==> config.mk <==
export PLATFORM = sky130hd
export DESIGN_NAME = pipe_ctrl_flat
export DESIGN_NICKNAME = d
export VERILOG_FILES = /design/src/rtl/pipe_ctrl_if.sv /design/src/rtl/pipe_ctrl.sv /design/src/flat_wrapper.sv
export SDC_FILE = /design/constraint.sdc
export NUM_CORES = 1
export LEC_CHECK = 0
export ABC_AREA = 1
export CORE_UTILIZATION = 43
export DETAILED_ROUTE_END_ITERATION = 10
export PLACE_DENSITY = 0.82
export SLEW_MARGIN = 30
export SYNTH_ARGS = -nofsm -noshare
export SYNTH_HDL_FRONTEND = slang
export SYNTH_SLANG_ARGS = --single-unit
==> constraint.sdc <==
create_clock -name clk -period 1.5 [get_ports clk]
set_input_delay 0.3 -clock clk [delete_from_list [all_inputs] [get_ports clk]]
set_output_delay 0.3 -clock clk [all_outputs]
set_load 0.005 [all_outputs]
==> src/rtl/pipe_ctrl_if.sv <==
// Decode/EX sequencing bundle between the decode stage and pipe_ctrl.
// master drives decode state and EX resolution; slave returns issue decisions.
interface pipe_ctrl_if;
  logic       dec_valid;
  logic [2:0] dec_rs1;
  logic [2:0] dec_rs2;
  logic       dec_rs1_used;
  logic       dec_rs2_used;
  logic       dec_wr;
  logic [2:0] dec_rd;
  logic       dec_halt;
  logic       ex_taken;
  logic       resume;
  logic       issue;
  logic       stall;
  logic       flush;
  logic       halted;
  logic [1:0] fwd_a;
  logic [1:0] fwd_b;

  modport master (
    output dec_valid, dec_rs1, dec_rs2,
    output dec_rs1_used, dec_rs2_used,
    output dec_wr, dec_rd, dec_halt,
    output ex_taken, resume,
    input  issue, stall, flush, halted,
    input  fwd_a, fwd_b
  );

  modport slave (
    input  dec_valid, dec_rs1, dec_rs2,
    input  dec_rs1_used, dec_rs2_used,
    input  dec_wr, dec_rd, dec_halt,
    input  ex_taken, resume,
    output issue, stall, flush, halted,
    output fwd_a, fwd_b
  );
endinterface

==> src/rtl/pipe_ctrl.sv <==
// Issue/stall/flush sequencing, RAW scoreboard and halt drain for the core.
// Define PIPE_CTRL_FWD_EN to forward from slots 1.. instead of stalling.
module pipe_ctrl #(
  parameter int WB_LAT = 3
) (
  input  logic        clk,
  input  logic        rst,
  pipe_ctrl_if.slave  bus
);

  typedef enum logic [1:0] {
    RUN,
    DRAIN,
    HALTED
  } state_t;

  state_t            state;
  state_t            state_nx;
  logic [1:0]        cnt;
  logic [1:0]        cnt_nx;
  logic [WB_LAT-1:0] sb_v;
  logic [2:0]        sb_rd [WB_LAT];
  logic [WB_LAT-1:0] m_a;
  logic [WB_LAT-1:0] m_b;
  logic              hazard;

  always_comb begin
    m_a = '0;
    m_b = '0;
    for (int i = 0; i < WB_LAT; i++) begin
      m_a[i] = bus.dec_rs1_used && sb_v[i]
               && (sb_rd[i] == bus.dec_rs1);
      m_b[i] = bus.dec_rs2_used && sb_v[i]
               && (sb_rd[i] == bus.dec_rs2);
    end
  end

`ifdef PIPE_CTRL_FWD_EN
  // Descending scan so the youngest matching slot wins.
  always_comb begin
    hazard    = m_a[0] | m_b[0];
    bus.fwd_a = '0;
    bus.fwd_b = '0;
    for (int k = WB_LAT - 1; k >= 1; k--) begin
      if (m_a[k]) bus.fwd_a = 2'(k);
      if (m_b[k]) bus.fwd_b = 2'(k);
    end
  end
`else
  assign hazard    = (|m_a) | (|m_b);
  assign bus.fwd_a = '0;
  assign bus.fwd_b = '0;
`endif

  always_ff @(posedge clk or posedge rst) begin
    if (rst) begin
      state <= RUN;
      cnt   <= '0;
    end else begin
      state <= state_nx;
      cnt   <= cnt_nx;
    end
  end

  always_comb begin
    state_nx  = state;
    cnt_nx    = cnt;
    bus.issue = 1'b0;
    bus.stall = 1'b0;
    bus.flush = 1'b0;
    unique case (state)
      RUN: begin
        if (bus.ex_taken) begin
          bus.flush = 1'b1;
        end else if (!bus.dec_valid) begin
          bus.issue = 1'b0;
        end else if (hazard) begin
          bus.stall = 1'b1;
        end else begin
          bus.issue = 1'b1;
          if (bus.dec_halt) begin
            state_nx = DRAIN;
            cnt_nx   = 2'(WB_LAT);
          end
        end
      end
      DRAIN: begin
        bus.stall = 1'b1;
        if (cnt <= 2'd1) begin
          state_nx = HALTED;
          cnt_nx   = '0;
        end else begin
          cnt_nx = cnt - 2'd1;
        end
      end
      HALTED: begin
        bus.stall = 1'b1;
        if (bus.resume) state_nx = RUN;
      end
      default: state_nx = RUN;
    endcase
  end

  assign bus.halted = (state == HALTED);

  // Slot 0 is EX; the oldest slot falls off the end each cycle.
  always_ff @(posedge clk or posedge rst) begin
    if (rst) begin
      sb_v <= '0;
      for (int i = 0; i < WB_LAT; i++) sb_rd[i] <= '0;
    end else begin
      sb_v     <= {sb_v[WB_LAT-2:0], bus.issue & bus.dec_wr};
      sb_rd[0] <= bus.dec_rd;
      for (int i = 1; i < WB_LAT; i++) sb_rd[i] <= sb_rd[i-1];
    end
  end

endmodule

==> src/flat_wrapper.sv <==
// flat-port wrapper written by rule: the top's interface ports become plain ports
module pipe_ctrl_flat 
#(
  parameter int WB_LAT = 3
)
  (clk, rst, bus_dec_valid, bus_dec_rs1, bus_dec_rs2, bus_dec_rs1_used, bus_dec_rs2_used, bus_dec_wr, bus_dec_rd, bus_dec_halt, bus_ex_taken, bus_resume, bus_issue, bus_stall, bus_flush, bus_halted, bus_fwd_a, bus_fwd_b);
  pipe_ctrl_if bus_i ();
  input  logic clk;
  input  logic rst;
  input wire logic [$bits(bus_i.dec_valid)-1:0] bus_dec_valid;
  input wire logic [$bits(bus_i.dec_rs1)-1:0] bus_dec_rs1;
  input wire logic [$bits(bus_i.dec_rs2)-1:0] bus_dec_rs2;
  input wire logic [$bits(bus_i.dec_rs1_used)-1:0] bus_dec_rs1_used;
  input wire logic [$bits(bus_i.dec_rs2_used)-1:0] bus_dec_rs2_used;
  input wire logic [$bits(bus_i.dec_wr)-1:0] bus_dec_wr;
  input wire logic [$bits(bus_i.dec_rd)-1:0] bus_dec_rd;
  input wire logic [$bits(bus_i.dec_halt)-1:0] bus_dec_halt;
  input wire logic [$bits(bus_i.ex_taken)-1:0] bus_ex_taken;
  input wire logic [$bits(bus_i.resume)-1:0] bus_resume;
  output wire logic [$bits(bus_i.issue)-1:0] bus_issue;
  output wire logic [$bits(bus_i.stall)-1:0] bus_stall;
  output wire logic [$bits(bus_i.flush)-1:0] bus_flush;
  output wire logic [$bits(bus_i.halted)-1:0] bus_halted;
  output wire logic [$bits(bus_i.fwd_a)-1:0] bus_fwd_a;
  output wire logic [$bits(bus_i.fwd_b)-1:0] bus_fwd_b;
  assign bus_i.dec_valid = bus_dec_valid;
  assign bus_i.dec_rs1 = bus_dec_rs1;
  assign bus_i.dec_rs2 = bus_dec_rs2;
  assign bus_i.dec_rs1_used = bus_dec_rs1_used;
  assign bus_i.dec_rs2_used = bus_dec_rs2_used;
  assign bus_i.dec_wr = bus_dec_wr;
  assign bus_i.dec_rd = bus_dec_rd;
  assign bus_i.dec_halt = bus_dec_halt;
  assign bus_i.ex_taken = bus_ex_taken;
  assign bus_i.resume = bus_resume;
  assign bus_issue = bus_i.issue;
  assign bus_stall = bus_i.stall;
  assign bus_flush = bus_i.flush;
  assign bus_halted = bus_i.halted;
  assign bus_fwd_a = bus_i.fwd_a;
  assign bus_fwd_b = bus_i.fwd_b;
  pipe_ctrl #(.WB_LAT(WB_LAT)) u_core (.clk(clk), .rst(rst), .bus(bus_i));
endmodule
======== Word level (Yosys, flattened, before mapping) ========
Cells that the tools add are included.
word-level totals
  input port bits ......................... 18
  register bits after elaboration ......... 16
  latch bits .............................. 0
  ROM bits ................................ 0
  RAM bits ................................ 0
  memories kept ........................... 0
operators by class
  div/mod/pow operators ................... 0
  multiply operators ...................... 0
  equality and inequality tests ........... 14
  muxes and demuxes ....................... 23
  order comparisons ....................... 1
  reduce and logical (&&, ||, !) cells .... 19
  bitwise gates (word level) .............. 2
  add/sub/neg operators ................... 1
  shift operators ......................... 0
operator list
  operator             number
  $mux 2               11
  $eq 3x3->1           6
  $logic_and 1x1->1    12
  $ne 2x2->1 const B   5
  $mux 1               9
  $pmux 2 s3           1
  $reduce_and 6->1     1
  $reduce_or 3->1      2
  $reduce_and 5->1     1
  $pmux 2 s2           1
  $eq 2x1->1 const B   1
  $eq 2x2->1 const B   1
  $le 2x1->1 const B   1
  $logic_not 2->1      1
  $ne 2x1->1 const B   1
  $pmux 1 s2           1
  $reduce_bool 2->1    1
  $reduce_or 2->1      1
  $sub 2x1->2 const B  1
  $and 1x1->1          1
  $or 1x1->1           1

======== Longest topological paths before layout ========
Gate-level depths: netlist of run 1.
  depth in word-level cells ............... 9
  depth in mapped cells ................... 12
  gate-level depth less buffers ........... 12

======== Worst setup path before layout of run 1 ========
OpenSTA, ideal clock, no wires.
  path type ............................... reg2reg
  start point ............................. register u_core.state[0]
  end point ............................... register u_core.state[0]
  setup time .............................. 117 ps
  cell stages (with the launch flop) ...... 9
  path slack .............................. 124 ps
  buffers on the path ..................... 0
  clock period less this slack ............ 1,376 ps
  arrival time ............................ 1,259 ps
  path through ............................ dfrtp_1 inv_1 ha_1 nand2_1 inv_1 a221oi_2 nand2_2 nand2_1 nand2_1
between the ends
  elaborated cells between the ends (all ways) .. 11
  classes of those cells .................. eq/ne: 8; mux: 1; reduce/logical: 2
RTL lines
  item                                      RTL line         text
  start: declaration                        pipe_ctrl.sv:17  state_t state;
  start signal: assignment                  pipe_ctrl.sv:60  state <= state_nx;
  $eq 2x2->1, or another cell as far along  pipe_ctrl.sv:71  unique case (state)
  $pmux 2 s3 *                              pipe_ctrl.sv:71
  net u_core.state_nx[0]                    pipe_ctrl.sv:18  state_t state_nx;
The timed path passes the listed nets; every way through them passes the cells marked *.
A chain may end at the register's enable or synchronous reset.

======== Final worst setup path of run 1 ========
  start point ............................. register u_core.sb_rd[5] in the netlist's numbering
  end point ............................... output port bus_stall
between the ends
  cells in the longest elaborated chain, start to end .. 8
  elaborated cells between the ends (all ways) .. 11
  classes of those cells .................. eq/ne: 2; mux: 4; bitwise: 1; reduce/logical: 4
ends and longest elaborated chain
  item                                  RTL line                          text
  start: declaration                    pipe_ctrl.sv:22                   logic [2:0] sb_rd [WB_LAT];
  $eq 3x3->1 (on tied branches)         pipe_ctrl.sv:32, pipe_ctrl.sv:34
  $logic_and 1x1->1 (on tied branches)  pipe_ctrl.sv:32, pipe_ctrl.sv:34
  $reduce_or 3->1                       pipe_ctrl.sv:50                   assign hazard = (|m_a) | (|m_b);
  $or 1x1->1 *                          pipe_ctrl.sv:50
  $mux 1 *                              pipe_ctrl.sv:77                   end else if (hazard) begin
  $mux 1 *                              pipe_ctrl.sv:75                   end else if (!bus.dec_valid) begin
  $mux 1 *                              pipe_ctrl.sv:73                   if (bus.ex_taken) begin
  $pmux 1 s2 *                          pipe_ctrl.sv:71
  end: declaration                      flat_wrapper.sv:21                output wire logic [$bits(bus_i.stall)-1:0] bus_stall;
Mark *: on every way between the ends. The rest lies on a longest branch, timed or not.

==> results of run 1 <==
## cell families (layout without fill, tap and decap cells)
logic type | count (synthesis) | count (layout) | share of synthesized area, %
AND/OR/NAND/NOR | 93 | 93 | 36.5
buffers and inverters | 33 | 66 | 13.3
flip-flops | 16 | 16 | 38.5
AO/OA/AOI/OAI | 7 | 7 | 4.81
adder cells (fa/ha/maj) | 4 | 4 | 4.81
XOR/XNOR | 2 | 2 | 1.68
other | 1 | 4 | 0.360
## flip-flops by register name (all words and copies together) (netlist names)
name / cells
u_core.sb_rd: 9
u_core.cnt: 2
u_core.sb_v: 3
u_core.state: 2
## critical path, stage by stage, from the launching register on
cell and delay, ns:
sky130_fd_sc_hd__dfrtp_1 0.41, sky130_fd_sc_hd__inv_2 0.05, sky130_fd_sc_hd__nand2_1 0.05, sky130_fd_sc_hd__nand2_1 0.05, sky130_fd_sc_hd__nor2_1 0.12, sky130_fd_sc_hd__nand2_1 0.06, sky130_fd_sc_hd__nand2_1 0.08, sky130_fd_sc_hd__nor2_2 0.05
sky130_fd_sc_hd__nand2_2 0.08, sky130_fd_sc_hd__nand3_2 0.07, sky130_fd_sc_hd__a21oi_2 0.12, sky130_fd_sc_hd__buf_2 0.12
## per-layer routing
metal / up-vias / global-route usage (%) / share of wire, %
met4: 0 / 7.41 / 0.65
met1: 455 / 22.6 / 42
met2: 28 / 34.9 / 51
li1: 525 / - / -
met3: 2 / 2.98 / 6.3
met5: - / 0 / 0
## power breakdown
group / leakage (nW) / internal [mW] / total [mW] / switching [mW]
clock network: 0.0138 / 0.0930 / 0.218 / 0.125
registers: 0.193 / 0.508 / 0.570 / 0.0617
logic: 0.614 / 0.449 / 0.899 / 0.450
## worst paths after layout
| kind | cells after the start | from | to |
|---|---|---|---|
| worst max register to register | 15 | u_core.sb_rd[8]$_DFF_PP0_ | u_core.cnt[0]$_DFFE_PP0P_ |
| min in group clk | 0 | u_core.sb_v[1]$_DFF_PP0_ | u_core.sb_v[2]$_DFF_PP0_ |
| worst max-delay path | 11 | u_core.sb_rd[5]$_DFF_PP0_ | bus_stall |
| worst min register to register | 0 | u_core.sb_v[1]$_DFF_PP0_ | u_core.sb_v[2]$_DFF_PP0_ |
| worst min-delay path | 3 | rst | u_core.sb_v[1]$_DFF_PP0_ |
| max in group asynchronous | 3 | rst | u_core.sb_rd[6]$_DFF_PP0_ |
## synthesized netlist by cell type
| cell type | n |
|---|---|
| sky130_fd_sc_hd__xnor2_1 | 2 |
| sky130_fd_sc_hd__nand2_2 | 3 |
| sky130_fd_sc_hd__buf_4 | 4 |
| sky130_fd_sc_hd__a221oi_2 | 1 |
| sky130_fd_sc_hd__nand4_1 | 1 |
| sky130_fd_sc_hd__nand3_1 | 5 |
| sky130_fd_sc_hd__inv_1 | 25 |
| sky130_fd_sc_hd__ha_1 | 4 |
| sky130_fd_sc_hd__o21ai_0 | 1 |
| sky130_fd_sc_hd__nor2_2 | 3 |
| sky130_fd_sc_hd__dfrtp_1 | 16 |
| sky130_fd_sc_hd__nor2_1 | 17 |
| sky130_fd_sc_hd__inv_2 | 4 |
| sky130_fd_sc_hd__conb_1 | 1 |
| sky130_fd_sc_hd__nand2_4 | 1 |
| sky130_fd_sc_hd__nand2_1 | 63 |
| sky130_fd_sc_hd__o211ai_1 | 2 |
| sky130_fd_sc_hd__a21oi_1 | 3 |
## final cells by class
class                   count  area [um^2]  area share [%]
multi-input cells         110          568            39.9
flip-flops and latches     16          402            28.2
repair buffers             34          288            20.2
well taps                  28         35.0            2.46
inverters                  29          109            7.64
clock buffers               3         22.5            1.58
## stage by stage
| stage | area, um^2 | util, % | setup WS, ns | power, mW | hold WS [ns] |
|---|---|---|---|---|---|
| floorplan | 1050 | - | 0.124 | 1.02 | 0.214 |
| global placement | 1350 | 59.9 | -0.852 | 1.36 | 0.383 |
| detailed placement | 1350 | 59.9 | -0.855 | 1.39 | 0.391 |
| CTS | 1380 | 61.3 | -0.337 | 1.62 | 0.319 |
| global route | 1420 | 63.2 | -0.450 | 1.84 | 0.339 |
| finish | 1420 | 63.2 | -0.334 | 1.69 | 0.312 |
## repair_timing
item | 4_1_cts | 5_1_grt
endpoints found under the setup margin | 8 | 9
setup buffers | 2 | 2
gates resized for setup | 32 | 13
pin swaps | 12 | 11
==> key figures, run 1 <==
CTS
  – Clock latency on the worst-skew pair: ~0.28 ns
  – Clock sink count: 16
  – CTS buffer count: 3
  – Count of hold buffers inserted by post-cts repair: 0
  – H-tree depth: 1
  – Deepest clock path buffer count: 2
  – CTS tree: built
  – Cell at the root of the clock tree: sky130_fd_sc_hd__clkbuf_4
  – Clock transition at the register clock pins on the worst setup and hold paths after CTS: about 0.09 ns

Die
  – Row Count: 17
  – Die Wd: between 50 and 60 um
  – Die Y-Extent: 51.2 um
  – Top-Level Pins: 26
  – Overall die area: 0.00262 mm^2
  – Core box area: 0.00225 mm^2
  – Starting density of the core: a little under half

Timing
  – Setup repair after global routing missed its margin: yes
  – Post-layout minimum cycle time: 1.83 ns
  – Final period utilization: 122%
  – Minimum setup slack in the final design: -0.334 ns
  – Final max-slew violation count: 0
  – Max Clock Skew: 0.00291 ns
  – Setup violators final: 7
  – Setup Total Neg Slack: -1.50 ns
  – Hold violation count in the final report: 0
  – Maximum clock frequency: 545 MHz

Detailed routing
  – Total length of routed wires: 2300 um
  – Post-route DRC violation count: 0
  – ANT nets after route: 0
  – Detailed-route via count: 1010
  – Detailed Routing Iterations Pass 1: 4
  – Average wire per standard cell: roughly 10 um
  – Routed via count divided by cell count: 4.59
  – Initial detailed-routing violation count: 13

Setup path
  – Kind of launch point of the worst setup path: flop
  – R2r setup slk: -0.22 ns
  – Critical path class: reg -> out
  – Critical path data required time: 1.20 ns
  – Data arrival time of the worst path: ~1.5 ns
  – Largest fanout on the critical path: 4
  – Critical path endpoint category: primary output

Final layout
  – Layout net count: approximately 220
  – Antenna diode count: 0
  – Ratio of cells with drive above 1 in the final layout: between 20% and 30%
  – Most common library cell in the layout ignoring fill and taps: sky130_fd_sc_hd__nand2_1
  – Layout fillers: ~200
  – Top library cells by usage in the layout, fill and taps aside: sky130_fd_sc_hd__nand2_1, sky130_fd_sc_hd__inv_1, sky130_fd_sc_hd__dfrtp_1
  – Area Growth Syn to Fin: 36.8%
  – Non-filler instance count after layout: 220

Placed design
  – Placed cell count: 215
  – I/O Buffers: 21
  – Global placer's final weighted congestion: 0.794
  – Final HPWL from detailed placement: 1760 um

Synth
  – Top cell type's share of synthesized area: 38.5%
  – Average cell area after synthesis: 6.67 um^2
  – Warnings, synthesis: 0
  – Portion of the post-synthesis area used by sequential elements: 38.5%
  – Post-synthesis cell area: roughly 0.0010 mm^2
  – Number of distinct standard cells referenced by the synthesized netlist: 18
  – Most area-consuming cells after synthesis: sky130_fd_sc_hd__dfrtp_1, sky130_fd_sc_hd__nand2_1, sky130_fd_sc_hd__inv_1, sky130_fd_sc_hd__nor2_1, sky130_fd_sc_hd__ha_1
  – Cell type with the largest total area after synthesis: sky130_fd_sc_hd__dfrtp_1
  – Post-synthesis sequential element count: 16
  – Synthesized netlist cell count: 156

Status
  – Failing checks: negative setup slack
  – Outcome: finished, violations left

Job
  – Maximum capacitance violations: 0

Worst hold path
  – Tightest Hold Check Type: in -> async

Power
  – Power density normalized to cell area: 1180 mW/mm^2
  – IR Drop Worst-Case VDD: 822 uV
  – Leakage power: 0.821 nW

Global route
  – Wire length of the first global-routing pass: 3690 um
  – Initial antenna violation count: 0
  – Via count of the first global-routing pass: 929
  – Sum of overflow across all layers after global routing: 0
  – Largest net degree at the start of global routing: 17
  – GRT Overall Usage: about a fifth
Note: power is estimated with default switching activity, not from simulation.
==> inputs of run 2 (changes only) <==
Settings changed: RECOVER_POWER set to 25.
==> key figures, run 2 (synthesis results as in run 1) <==
Setup path
  – Kind of launch point of the worst setup path: flop (unchanged)
  – Critical path class: reg -> out (unchanged)
  – Critical path data required time: 1.20 ns (about the same)
  – Start point of the critical path: u_core.sb_rd[5]$_DFF_PP0_ (unchanged)
  – Largest fanout on the critical path: 4 (unchanged)
  – R2r worst-path depth: 15 (unchanged)
  – R2r startpoint: u_core.sb_rd[8]$_DFF_PP0_ (unchanged)
  – Critical path endpoint category: primary output (unchanged)
  – Data arrival time of the worst path: 1.53 ns (about the same)

Detailed routing
  – Initial detailed-routing violation count: 13 (unchanged)
  – Routed via count divided by cell count: 4.59 (about the same)
  – Detailed-route via count: 1009 (was 1010)
  – ANT nets after route: 0 (unchanged)
  – Detailed Routing Iterations Pass 1: 4 (unchanged)
  – Average wire per standard cell: 10.5 um (about the same)
  – Post-route DRC violation count: 0 (unchanged)
  – Total length of routed wires: 2310 um (was 2300 um)

Final layout
  – Area Growth Syn to Fin: 36.4% (was 36.8%)
  – Non-filler instance count after layout: 220 (unchanged)
  – Layout net count: 216 (unchanged)
  – Most common library cell in the layout ignoring fill and taps: sky130_fd_sc_hd__nand2_1 (unchanged)
  – Post-Route Utilization: 63.0% (was 63.2%)
  – Most flop-heavy register: u_core.sb_rd (unchanged)
  – Ratio of cells with drive above 1 in the final layout: 24.5% (was 25.0%)
  – Max FFs per register: 9 (unchanged)
  – Layout fillers: 201 (unchanged)
  – Top library cells by usage in the layout, fill and taps aside: sky130_fd_sc_hd__nand2_1, sky130_fd_sc_hd__inv_1, sky130_fd_sc_hd__dfrtp_1 (unchanged)
  – Antenna diode count: 0 (unchanged)
  – Largest regs: u_core.sb_rd x9, u_core.sb_v x3 (unchanged)

CTS
  – Count of hold buffers inserted by post-cts repair: 0 (unchanged)
  – Cell at the root of the clock tree: sky130_fd_sc_hd__clkbuf_4 (unchanged)
  – Clock latency on the worst-skew pair: 0.28 ns (about the same)
  – Deepest clock path buffer count: 2 (unchanged)
  – CTS buffer count: 3 (unchanged)
  – H-tree depth: 1 (unchanged)
  – CTS tree: built (unchanged)
  – Clock sink count: 16 (unchanged)
  – Clock transition at the register clock pins on the worst setup and hold paths after CTS: 0.09 ns (about the same)

Timing
  – Setup violators final: 7 (unchanged)
  – Max Clock Skew: 0.000771 ns (was 0.00291 ns)
  – Transition time at the pin with the least slew margin: 0.817 ns
  – Maximum clock frequency: 545 MHz (about the same)
  – Setup repair after global routing missed its margin: yes (unchanged)
  – Minimum setup slack in the final design: -0.335 ns (was -0.334 ns)
  – Final period utilization: 122% (about the same)
  – Post-layout minimum cycle time: 1.83 ns (about the same)
  – Final max-slew violation count: 0 (unchanged)
  – Headroom to the max-slew limit: about 46%
  – Hold violation count in the final report: 0 (unchanged)

Global route
  – Initial antenna violation count: 0 (unchanged)
  – Largest net degree at the start of global routing: 17 (unchanged)
  – Sum of overflow across all layers after global routing: 0 (unchanged)
  – Wire length of the first global-routing pass: 3690 um (unchanged)
  – Via count of the first global-routing pass: 929 (unchanged)
  – GRT Overall Usage: 19.3% (unchanged)

Job
  – Maximum capacitance violations: 0 (unchanged)

Worst hold path
  – Tightest Hold Check Type: reg -> reg (was in -> async)
  – Hold Path Stages: 0
  – Hold Path Origin: u_core.sb_v[1]$_DFF_PP0_

Placed design
  – Global placer's final weighted congestion: 0.794 (unchanged)
  – Final HPWL from detailed placement: 1760 um (unchanged)
  – Placed cell count: 215 (unchanged)
  – I/O Buffers: 21 (unchanged)

Power
  – IR Drop Worst-Case VDD: 822 uV (about the same)
  – Leakage power: 0.818 nW (was 0.821 nW)
  – Power density normalized to cell area: 1190 mW/mm^2 (was 1180 mW/mm^2)

Die
  – Die Y-Extent: 51.2 um (unchanged)
  – Top-Level Pins: 26 (unchanged)
  – Core box area: 0.00225 mm^2 (unchanged)
  – Row Count: 17 (unchanged)
  – Overall die area: 0.00262 mm^2 (unchanged)
  – Die Wd: 51.2 um (unchanged)
  – Starting density of the core: 46.2% (unchanged)

Status
  – Outcome: finished, violations left (unchanged)
  – Failing checks: negative setup slack (unchanged)
## run 2: cell count changes in the layout (fill, tap and decap cells not counted)
cell                              change
sky130_fd_sc_hd__dlygate4sd3_1        +3
sky130_fd_sc_hd__clkdlybuf4s50_1      -3
sky130_fd_sc_hd__buf_4                -1
sky130_fd_sc_hd__clkbuf_1             +1
## run 2: routing by layer
| layer | wire length [um] | track usage [%] | share of wire, % | up-vias |
|---|---|---|---|---|
| met5 | 0 | 0 | 0 | - |
| met4 | 15 | 7.41 | 0.65 | 0 |
| met3 | 144 | 2.98 | 6.2 | 2 |
| met2 | 1170 | 34.9 | 51 | 28 |
| met1 | 976 | 22.6 | 42 | 454 |
| li1 | - | - | - | 525 |
## run 2: area by class of cell
cell class	instances	area, um^2	share of cell area, %
repair buffers	34	284	20.0
flip-flops and latches	16	402	28.3
inverters	29	109	7.67
well taps	28	35.0	2.47
multi-input cells	110	568	40.0
clock buffers	3	22.5	1.59
## run 2: through the flow
step | power (mW) | hold slack, ns | cell area (um^2) | setup TNS [ns] | setup WS (ns)
after floorplan | 1.02 | 0.214 | 1050 | 0 | 0.124
after global placement | 1.36 | 0.383 | 1350 | -3.39 | -0.852
after detailed placement | 1.39 | 0.391 | 1350 | -3.58 | -0.855
after CTS | 1.62 | 0.319 | 1380 | -1.12 | -0.337
after global routing | 1.84 | 0.418 | 1420 | -2.25 | -0.450
final | 1.69 | 0.412 | 1420 | -1.50 | -0.335
## run 2: path summary, 6_finish.rpt
| kind | slack (ns) | end |
|---|---|---|
| max in group asynchronous | 0.41 | u_core.sb_rd[6]$_DFF_PP0_ |
| setup reg to reg | -0.22 | u_core.cnt[0]$_DFFE_PP0P_ |
| hold reg to reg | 0.41 | u_core.sb_v[2]$_DFF_PP0_ |
| min in group asynchronous | 0.53 | u_core.cnt[0]$_DFFE_PP0P_ |
| hold / removal | 0.41 | u_core.sb_v[2]$_DFF_PP0_ |
| setup / recovery | -0.33 | bus_stall |
## run 2: critical path, stage by stage, from the launching register on
cell and delay (ns):
sky130_fd_sc_hd__dfrtp_1 0.41, sky130_fd_sc_hd__inv_2 0.05, sky130_fd_sc_hd__nand2_1 0.05, sky130_fd_sc_hd__nand2_1 0.05, sky130_fd_sc_hd__nor2_1 0.12, sky130_fd_sc_hd__nand2_1 0.06, sky130_fd_sc_hd__nand2_1 0.08, sky130_fd_sc_hd__nor2_2 0.05
sky130_fd_sc_hd__nand2_2 0.08, sky130_fd_sc_hd__nand3_2 0.07, sky130_fd_sc_hd__a21oi_2 0.12, sky130_fd_sc_hd__buf_2 0.12
## run 2: power by group
part / leakage, nW / internal, mW / switching (mW) / total [mW]
Sequential: 0.193 / 0.508 / 0.0618 / 0.570
Clock: 0.0138 / 0.0930 / 0.127 / 0.220
Combinational: 0.611 / 0.446 / 0.450 / 0.896
Total: 0.818 / 1.05 / 0.639 / 1.69
## run 2: repair_timing
item | in CTS | in global routing
pin swaps | 12 | 11
cloned | 0 | 0
setup endpoints to repair | 8 | 9
resized for setup | 32 | 13
buffers inserted | 2 | 2
